==> src/rtl/lcd_spi_pkg.sv <==
// Shared types and constants for the LCD SPI write path.
// Holds the serialiser state encoding and the DC line meanings.
package lcd_spi_pkg;

   typedef enum logic [1:0] {
      ST_IDLE,
      ST_SHIFT,
      ST_HOLD,
      ST_GAP
   } spi_state_t;

   localparam logic DC_CMD   = 1'b0;
   localparam logic DC_DATA  = 1'b1;
   localparam int   LCD_BITS = 8;

endpackage

==> src/rtl/lcd_spi_tick.sv <==
// Half-period tick generator for the SPI serialiser.
// Held cleared while idle so the first tick lands exactly HALF_DIV cycles after launch.
module lcd_spi_tick #(
   parameter int HALF_DIV = 2
) (
   input  logic i_clk,
   input  logic i_rst,
   input  logic i_clear,
   output logic o_tick
);

   localparam int             CW   = $clog2(HALF_DIV + 1);
   localparam logic [CW-1:0]  LAST = CW'(HALF_DIV - 1);

   logic [CW-1:0] r_phase;

   always_ff @(posedge i_clk) begin
      if (i_rst || i_clear) begin
         r_phase <= '0;
      end else if (r_phase == LAST) begin
         r_phase <= '0;
      end else begin
         r_phase <= r_phase + CW'(1);
      end
   end

   assign o_tick = !i_clear && (r_phase == LAST);

endmodule

==> src/rtl/lcd_spi_writer.sv <==
// Serialises 9-bit LCD write words (DC + byte) into a mode-0 SPI stream.
// A one-deep pending slot absorbs a request arriving while a word is in flight.
module lcd_spi_writer
   import lcd_spi_pkg::*;
#(
   parameter int HALF_DIV = 2,
   parameter int BITS     = LCD_BITS
) (
   input  logic       sys_clk_50MHz,
   input  logic       sys_rst,
   input  logic [8:0] data,
   input  logic       en_write,
   output logic       lcd_sclk,
   output logic       lcd_mosi,
   output logic       lcd_cs_n,
   output logic       lcd_dc,
   output logic       busy,
   output logic       wr_done,
   output logic       overflow
);

   spi_state_t       r_state;
   spi_state_t       w_nextState;
   logic [BITS-1:0]  r_shift;
   logic [3:0]       r_bitCnt;
   logic             r_pendValid;
   logic [8:0]       r_pendData;

   logic             w_tick;
   logic             w_launchable;
   logic             w_launch;
   logic [8:0]       w_launchWord;
   logic             w_fall;
   logic             w_lastFall;

   lcd_spi_tick #(.HALF_DIV(HALF_DIV)) u_tick (
      .i_clk   (sys_clk_50MHz),
      .i_rst   (sys_rst),
      .i_clear (r_state == ST_IDLE),
      .o_tick  (w_tick)
   );

   // The final GAP tick counts as idle so back-to-back words repeat every 18 half-periods.
   assign w_launchable = (r_state == ST_IDLE) || ((r_state == ST_GAP) && w_tick);
   assign w_launch     = w_launchable && (r_pendValid || en_write);
   assign w_launchWord = r_pendValid ? r_pendData : data;
   assign w_fall       = (r_state == ST_SHIFT) && w_tick && lcd_sclk;
   assign w_lastFall   = w_fall && (r_bitCnt == 4'(BITS - 1));
   assign busy         = (r_state != ST_IDLE) || r_pendValid;

   always_ff @(posedge sys_clk_50MHz) begin
      if (sys_rst) begin
         r_state <= ST_IDLE;
      end else begin
         r_state <= w_nextState;
      end
   end

   always_comb begin
      w_nextState = r_state;
      unique case (r_state)
         ST_IDLE:  if (w_launch)   w_nextState = ST_SHIFT;
         ST_SHIFT: if (w_lastFall) w_nextState = ST_HOLD;
         ST_HOLD:  if (w_tick)     w_nextState = ST_GAP;
         ST_GAP:   if (w_tick)     w_nextState = w_launch ? ST_SHIFT : ST_IDLE;
         default:                  w_nextState = ST_IDLE;
      endcase
   end

   // Pending data has priority at launch; a simultaneous request refills the freed slot.
   always_ff @(posedge sys_clk_50MHz) begin
      if (sys_rst) begin
         lcd_sclk    <= 1'b0;
         lcd_mosi    <= 1'b0;
         lcd_cs_n    <= 1'b1;
         lcd_dc      <= DC_CMD;
         wr_done     <= 1'b0;
         overflow    <= 1'b0;
         r_shift     <= '0;
         r_bitCnt    <= '0;
         r_pendValid <= 1'b0;
         r_pendData  <= '0;
      end else begin
         wr_done  <= 1'b0;
         overflow <= 1'b0;

         if (w_launch) begin
            r_shift  <= w_launchWord[BITS-1:0];
            lcd_dc   <= w_launchWord[8];
            lcd_cs_n <= 1'b0;
            lcd_mosi <= w_launchWord[BITS-1];
            lcd_sclk <= 1'b0;
            r_bitCnt <= '0;
         end else if ((r_state == ST_SHIFT) && w_tick) begin
            lcd_sclk <= !lcd_sclk;
            if (w_fall) begin
               if (r_bitCnt != 4'(BITS)) begin
                  r_bitCnt <= r_bitCnt + 4'd1;
               end
               if (r_bitCnt < 4'(BITS - 1)) begin
                  r_shift  <= {r_shift[BITS-2:0], 1'b0};
                  lcd_mosi <= r_shift[BITS-2];
               end
            end
         end else if ((r_state == ST_HOLD) && w_tick) begin
            lcd_cs_n <= 1'b1;
            wr_done  <= 1'b1;
         end

         if (en_write) begin
            if (w_launchable) begin
               if (r_pendValid) begin
                  r_pendData <= data;
               end
            end else if (!r_pendValid) begin
               r_pendData  <= data;
               r_pendValid <= 1'b1;
            end else begin
               overflow <= 1'b1;
            end
         end else if (w_launch) begin
            r_pendValid <= 1'b0;
         end
      end
   end

endmodule

==> config.mk <==
export PLATFORM = sky130hd
export DESIGN_NAME = lcd_spi_writer
export DESIGN_NICKNAME = d
export VERILOG_FILES = /design/src/rtl/lcd_spi_pkg.sv /design/src/rtl/lcd_spi_tick.sv /design/src/rtl/lcd_spi_writer.sv
export SDC_FILE = /design/constraint.sdc
export NUM_CORES = 1
export LEC_CHECK = 0
export CELL_PAD_IN_SITES_DETAIL_PLACEMENT = 1
export CELL_PAD_IN_SITES_GLOBAL_PLACEMENT = 2
export CORE_MARGIN = 3
export CORE_UTILIZATION = 34
export DETAILED_ROUTE_END_ITERATION = 12
export PLACE_DENSITY = 0.85
export SLEW_MARGIN = 20
export SYNTH_ARGS = -nofsm -noshare
export SYNTH_HDL_FRONTEND = slang
export SYNTH_SLANG_ARGS = --single-unit
==> constraint.sdc <==
create_clock -name sys_clk_50MHz -period 2.13 [get_ports sys_clk_50MHz]
set_clock_uncertainty 0.15 [all_clocks]
set_input_delay 0.3195 -clock sys_clk_50MHz [delete_from_list [all_inputs] [get_ports sys_clk_50MHz]]
set_output_delay 0.3195 -clock sys_clk_50MHz [all_outputs]
set_load 0.02 [all_outputs]
After elaboration in Yosys (flattened, before gate mapping)
Cells that the tools add are included.

cells by class
  $add $sub $neg = 2
  order comparisons = 1
  equal/unequal tests = 13
  muxes and demuxes = 25
  bitwise logic cells = 1
  reductions and logical operators = 30

operators by type and width
  kind                                                                  number
  7-bit 2-to-1 mux                                                      4
  9-bit 2-to-1 mux                                                      3
  2-bit inequality test, second input constant                          7
  1-bit 2-to-1 mux                                                      13
  2-bit nonzero test                                                    6
  2-bit 2-to-1 mux                                                      4
  2-bit one-hot mux with 4 select lines                                 1
  1-bit logical AND                                                     7
  2-bit AND reduction                                                   3
  3-bit AND reduction                                                   2
  3-bit OR reduction                                                    2
  4-bit by 1-bit adder with 4-bit output, second input constant         1
  2-bit by 1-bit == test with 1-bit output, second input constant       2
  2-bit == test, second input constant                                  2
  4-bit by 3-bit == test with 1-bit output, second input constant       1
  1-bit logical OR                                                      4
  4-bit by 3-bit < comparator with 1-bit output, second input constant  1
  4-bit inequality test, second input constant                          1
  4-bit AND reduction                                                   1
  2-bit OR reduction                                                    2
  2-bit by 1-bit adder with 2-bit output, second input constant         1
  1-bit zero test                                                       2
  2-bit zero test                                                       1
  1-bit NOT                                                             1

word-level totals
  register bits = 31
  bits of input ports = 12
  output and inout bits = 7
  logic and storage cells = 84

Depth between registers and ports, before layout
  depth after elaboration = 9
  gate-level depth with buffers = 8
  mapped depth without buffers = 6

Hierarchy
A second synthesis with hierarchy kept.

unflattened totals
  cell total of the unflattened synthesis = 165
  area total of the unflattened synthesis = 1581.5 um^2

modules (own cells, without submodules)
  module          times used  cells an instance  area an instance (um^2)
  lcd_spi_writer  1           158                1493.9
  lcd_spi_tick    1           7                  87.6

Worst setup path after synthesis
No wires, ideal clock.

  kind = register to register
  start point = register r_state[0]
  end point = register r_state[1]
  library setup time = 0.115 ns
  arrival time = 1.513 ns
  data required time = 1.865 ns
  slack = 0.352 ns
  cell stages (with the launch flop) = 7
  buffers on the path = 0
  cell sequence = dfxtp_1 > inv_1 > ha_1 > nand2b_1 > a222oi_1 > a21oi_1 > o21ba_1

on the way
  cells in the longest elaborated chain, start to end = 8

ends and longest elaborated chain
  item                                                   line                                                              text
  start, declared                                        lcd_spi_writer.sv:22                                              spi_state_t r_state;
  start signal, assigned                                 lcd_spi_writer.sv:55                                              r_state <= w_nextState;
  2-bit zero test                                        lcd_spi_writer.sv:39, lcd_spi_writer.sv:44, lcd_spi_writer.sv:61
  1-bit zero test                                        lcd_spi_tick.sv:27                                                assign o_tick = !i_clear && (r_phase == LAST);
  1-bit logical AND                                      lcd_spi_tick.sv:27
  1-bit logical AND (on tied branches)                   lcd_spi_writer.sv:47, lcd_spi_writer.sv:44
  1-bit logical AND or 1-bit logical OR (tied branches)  lcd_spi_writer.sv:47, lcd_spi_writer.sv:44
  1-bit logical AND (on tied branches)                   lcd_spi_writer.sv:48, lcd_spi_writer.sv:45
  2-bit inequality test (no line)                        -
  4-bit AND reduction (no line)                          -

Several ways; a longest one is shown, not always the timed one.
A chain may end at the register's enable or synchronous reset.

Worst setup path in the final report
  start point = register r_state[1]
  end point = register r_state[1]

The elaborated chain is that of the path after synthesis.

==> flow_metrics.tcl <==
set metrics [dict create \
    hold_depth 1 \
    rr_startpoint "r_state[1]" \
    fin_crit_ns 1.97 \
    first_global_vias 1401 \
    gr-max-usage-layer "met2" \
    vdd.ir_drop.worst_v 0.000556 \
    post_cts_buffers 0 \
    drt_wl_total_mm 3.87 \
    grt_max_degree 32 \
    worst_r2r_path_depth 6 \
    grt_first_pass_wirelength_mm 6.65 \
    setup_violations 0 \
    grtUsageMet1 0.195 \
    detailedRoute.firstPassIterationCount 4 \
    globalplace.congestion 0.714 \
    holdPathEnd "u_tick.r_phase[0]" \
    synthToLayoutAreaGrowth_pct 23.3 \
    timing.critical_path.from_type "register" \
    ys_async_sr_fraction 0 \
    fin_util 0.442 \
    global_route.usage.total 0.159 \
    end_kind "register" \
    num-nets-final 217 \
    core_area_sq_um 4410 \
    drtAntennaViolNets 0 \
    maximum_capacitance_violations 0 \
    cts_max_path_buffers 2 \
    detail_route.drc_violations 0 \
    cells_after_synth 174 \
    via_count 1386 \
    final_max_slew_viol_count 0 \
    power.share.clock 0.201 \
    worst_skew_pair.late_latency_ns 0.29 \
    synth-seq-area-share 0.392 \
    worst_ep_required_time_ns 2.16 \
    holdCritPathClass "reg2reg" \
    post_dp_cell_area_sq_um 1830 \
    grt_setup_unrepaired "false" \
    edff_count_synth 0 \
    routed_wire_length_per_instance_um 15.5 \
    timing_hold_violations_final 0 \
    hpwl_after_detailed_placement_mm 2.79 \
    synth_flop_cell "sky130_fd_sc_hd__dfxtp_1" \
    die-height_um 74.2 \
    synth_fp_nets 194 \
    worst_pin_slew_ns 0.539 \
    final_min_period_over_clock_period 0.926 \
    power_leakage_nw 0.689 \
    global_route.usage.met3 0.0541 \
    power_density_nw_per_um2 1310 \
    clock_sinks 31 \
    syn_avg_cell_area_sq_um 9.09 \
    power_switching_mw 0.999 \
    sum_neg_setup_slack_ns 0 \
    netlist-cell-type-count 42 \
    clock_h_tree_levels 2 \
    rrSetupSlack_ns 0.16 \
    ioPinCount 19 \
    worst-setup-path-type "reg2reg" \
    floorplan.initialDensity 0.358 \
    grt_antenna_before_repair 0 \
    ys_seq_elements 31 \
    cts_buffers 5 \
    crit_arrival_ns 2.00 \
    die_width_um 74.2 \
    postLayoutCellArea_sq_um 1950 \
    cp_max_fo 6 \
    fin_total_pwr_mw 2.55 \
    globalRoute.totalOverflow 0 \
    worstHoldStart "u_tick.r_phase[0]" \
    syn_area_sq_um 1580 \
    drive_gt1_frac 0.141 \
    ys_warn_count 0 \
    slew_limit_headroom 0.641 \
    cts.hold.buffers_added 0 \
    post-route-worst-setup-slack_ns 0.157 \
    maximum_achievable_frequency_mhz 507 \
    num-fill-cells 521 \
    cell_internal_pwr_mw 1.55 \
    drtIter0Drc 104 \
    antennaDiodeCount 0 \
    clockRootBuffer "sky130_fd_sc_hd__clkbuf_8" \
    met2_track_usage_gr 0.257 \
    vias_per_cell 5.54 \
    combinationalPowerShare 0.484 \
    outcome "complete, no violations" \
    die_area_sq_um 5510 \
    rows 24 \
    cts.clk_slew.worst_paths_ns 0.07 \
    reg2reg_to "r_state[1]" \
    cts_tree "yes" \
    io_buffer_count 18 \
    power.sequential.fraction 0.315 \
    power_switching_share 0.392 \
    place_worst_setup_slack_ns 0.0426 \
]
cell type report:
type                       count  area, sq um  area share
tap                           52         65.1      0.0334
multi-input combinational    126          897       0.460
sequential                    31          622       0.319
clock buffer                   8          100      0.0513
inverter                       7         26.3      0.0135
timing repair buffer          26          239       0.123
sequential cells by signal (all words and copies together) (netlist names):
| register | flops |
|---|---|
| lcd_mosi | 1 |
| lcd_cs_n | 1 |
| r_bitCnt | 4 |
| lcd_dc | 1 |
| r_shift | 7 |
| lcd_sclk | 1 |
| overflow | 1 |
| wr_done | 1 |
| r_state | 2 |
| r_pendValid | 1 |
| r_pendData | 9 |
| u_tick.r_phase | 2 |
worst max-delay path, stage by stage, from the launching register on:
cell	delay, ns
sky130_fd_sc_hd__dfxtp_2	0.36
sky130_fd_sc_hd__inv_1	0.12
sky130_fd_sc_hd__ha_4	0.20
sky130_fd_sc_hd__nand2b_1	0.18
sky130_fd_sc_hd__a222oi_1	0.53
sky130_fd_sc_hd__a21oi_1	0.14
sky130_fd_sc_hd__o21ba_1	0.19
metal layers:
metal | part of all wire | routed length (um)
met5 | 0 | 0
met3 | 0.034 | 133
met1 | 0.46 | 1780
met4 | 0.015 | 57
met2 | 0.49 | 1910
cells by family (layout without fill, tap and decap cells):
| kind of cell | after synthesis | count (layout) | share of synthesized area |
|---|---|---|---|
| compound gates | 53 | 53 | 0.222 |
| xor+xnor | 6 | 6 | 0.0451 |
| fa+ha+maj | 8 | 8 | 0.0633 |
| buf+inv | 17 | 41 | 0.0522 |
| flops | 31 | 31 | 0.392 |
| mux | 10 | 10 | 0.0641 |
| simple gates | 49 | 49 | 0.161 |
power by group through the flow:
| stage | clock network [mW] | logic [mW] | registers (mW) |
|---|---|---|---|
| floorplan | 0 | 0.845 | 0.813 |
| global placement | 0 | 1.16 | 0.800 |
| CTS | 0.528 | 1.21 | 0.798 |
| finish | 0.513 | 1.23 | 0.802 |
| detailed placement | 0 | 1.21 | 0.811 |
| global route | 0.558 | 1.39 | 0.819 |
how the worst max path moves through the flow:
| stage | from | to | cells after the start |
|---|---|---|---|
| floorplan | r_state[0] | r_state[1] | 6 |
| global placement | en_write | r_shift[2] | 5 |
| detailed placement | r_state[1] | r_shift[5] | 6 |
| CTS | r_state[1] | r_shift[5] | 6 |
| global route | r_state[1] | r_state[1] | 6 |
| finish | r_state[1] | r_state[1] | 6 |
metrics by stage:
stage,hold WS (ns),std cells
final,0.293,250
after global routing,0.319,250
after CTS,0.293,250
after detailed placement,0.285,242
after global placement,0.266,242
after floorplan,0.256,174
cells in the final DEF, fill, tap and decap left out, types with 3 or more instances in the layout:
cell type	count
sky130_fd_sc_hd__dfxtp_1	30
sky130_fd_sc_hd__a21oi_1	20
sky130_fd_sc_hd__nand3_1	17
sky130_fd_sc_hd__clkdlybuf4s50_1	17
sky130_fd_sc_hd__o21ai_0	11
sky130_fd_sc_hd__nand2_1	10
sky130_fd_sc_hd__mux2i_1	9
sky130_fd_sc_hd__o211ai_1	9
sky130_fd_sc_hd__buf_4	8
sky130_fd_sc_hd__clkbuf_8	7
sky130_fd_sc_hd__inv_1	6
sky130_fd_sc_hd__nor3_1	6
sky130_fd_sc_hd__ha_1	5
sky130_fd_sc_hd__nand2b_1	3
sky130_fd_sc_hd__xor2_1	3
repair_timing:
| item | in CTS | in global routing |
|---|---|---|
| hold endpoints to repair | 0 | 0 |
| pin swaps | 0 | 2 |
| setup endpoints to repair | 1 | 10 |
| resized for setup | 1 | 7 |
Yosys cell counts, drive strengths merged, types with 2 or more instances:
master / number / area, sq um
a21oi: 21 / 109
nand2: 10 / 37.5
o211ai: 9 / 67.6
nor2: 4 / 20.0
dfxtp: 31 / 621
ha: 8 / 100
o21ai: 11 / 55.1
xor2: 3 / 26.3
xnor2: 3 / 45.1
nor4: 2 / 12.5
nor3: 6 / 30.0
nand2b: 3 / 18.8
a22oi: 2 / 28.8
inv: 7 / 26.3
nand3: 17 / 85.1
clkbuf: 4 / 15.0
buf: 6 / 41.3
mux2i: 9 / 90.1
Note: power is estimated with default switching activity, not from simulation.
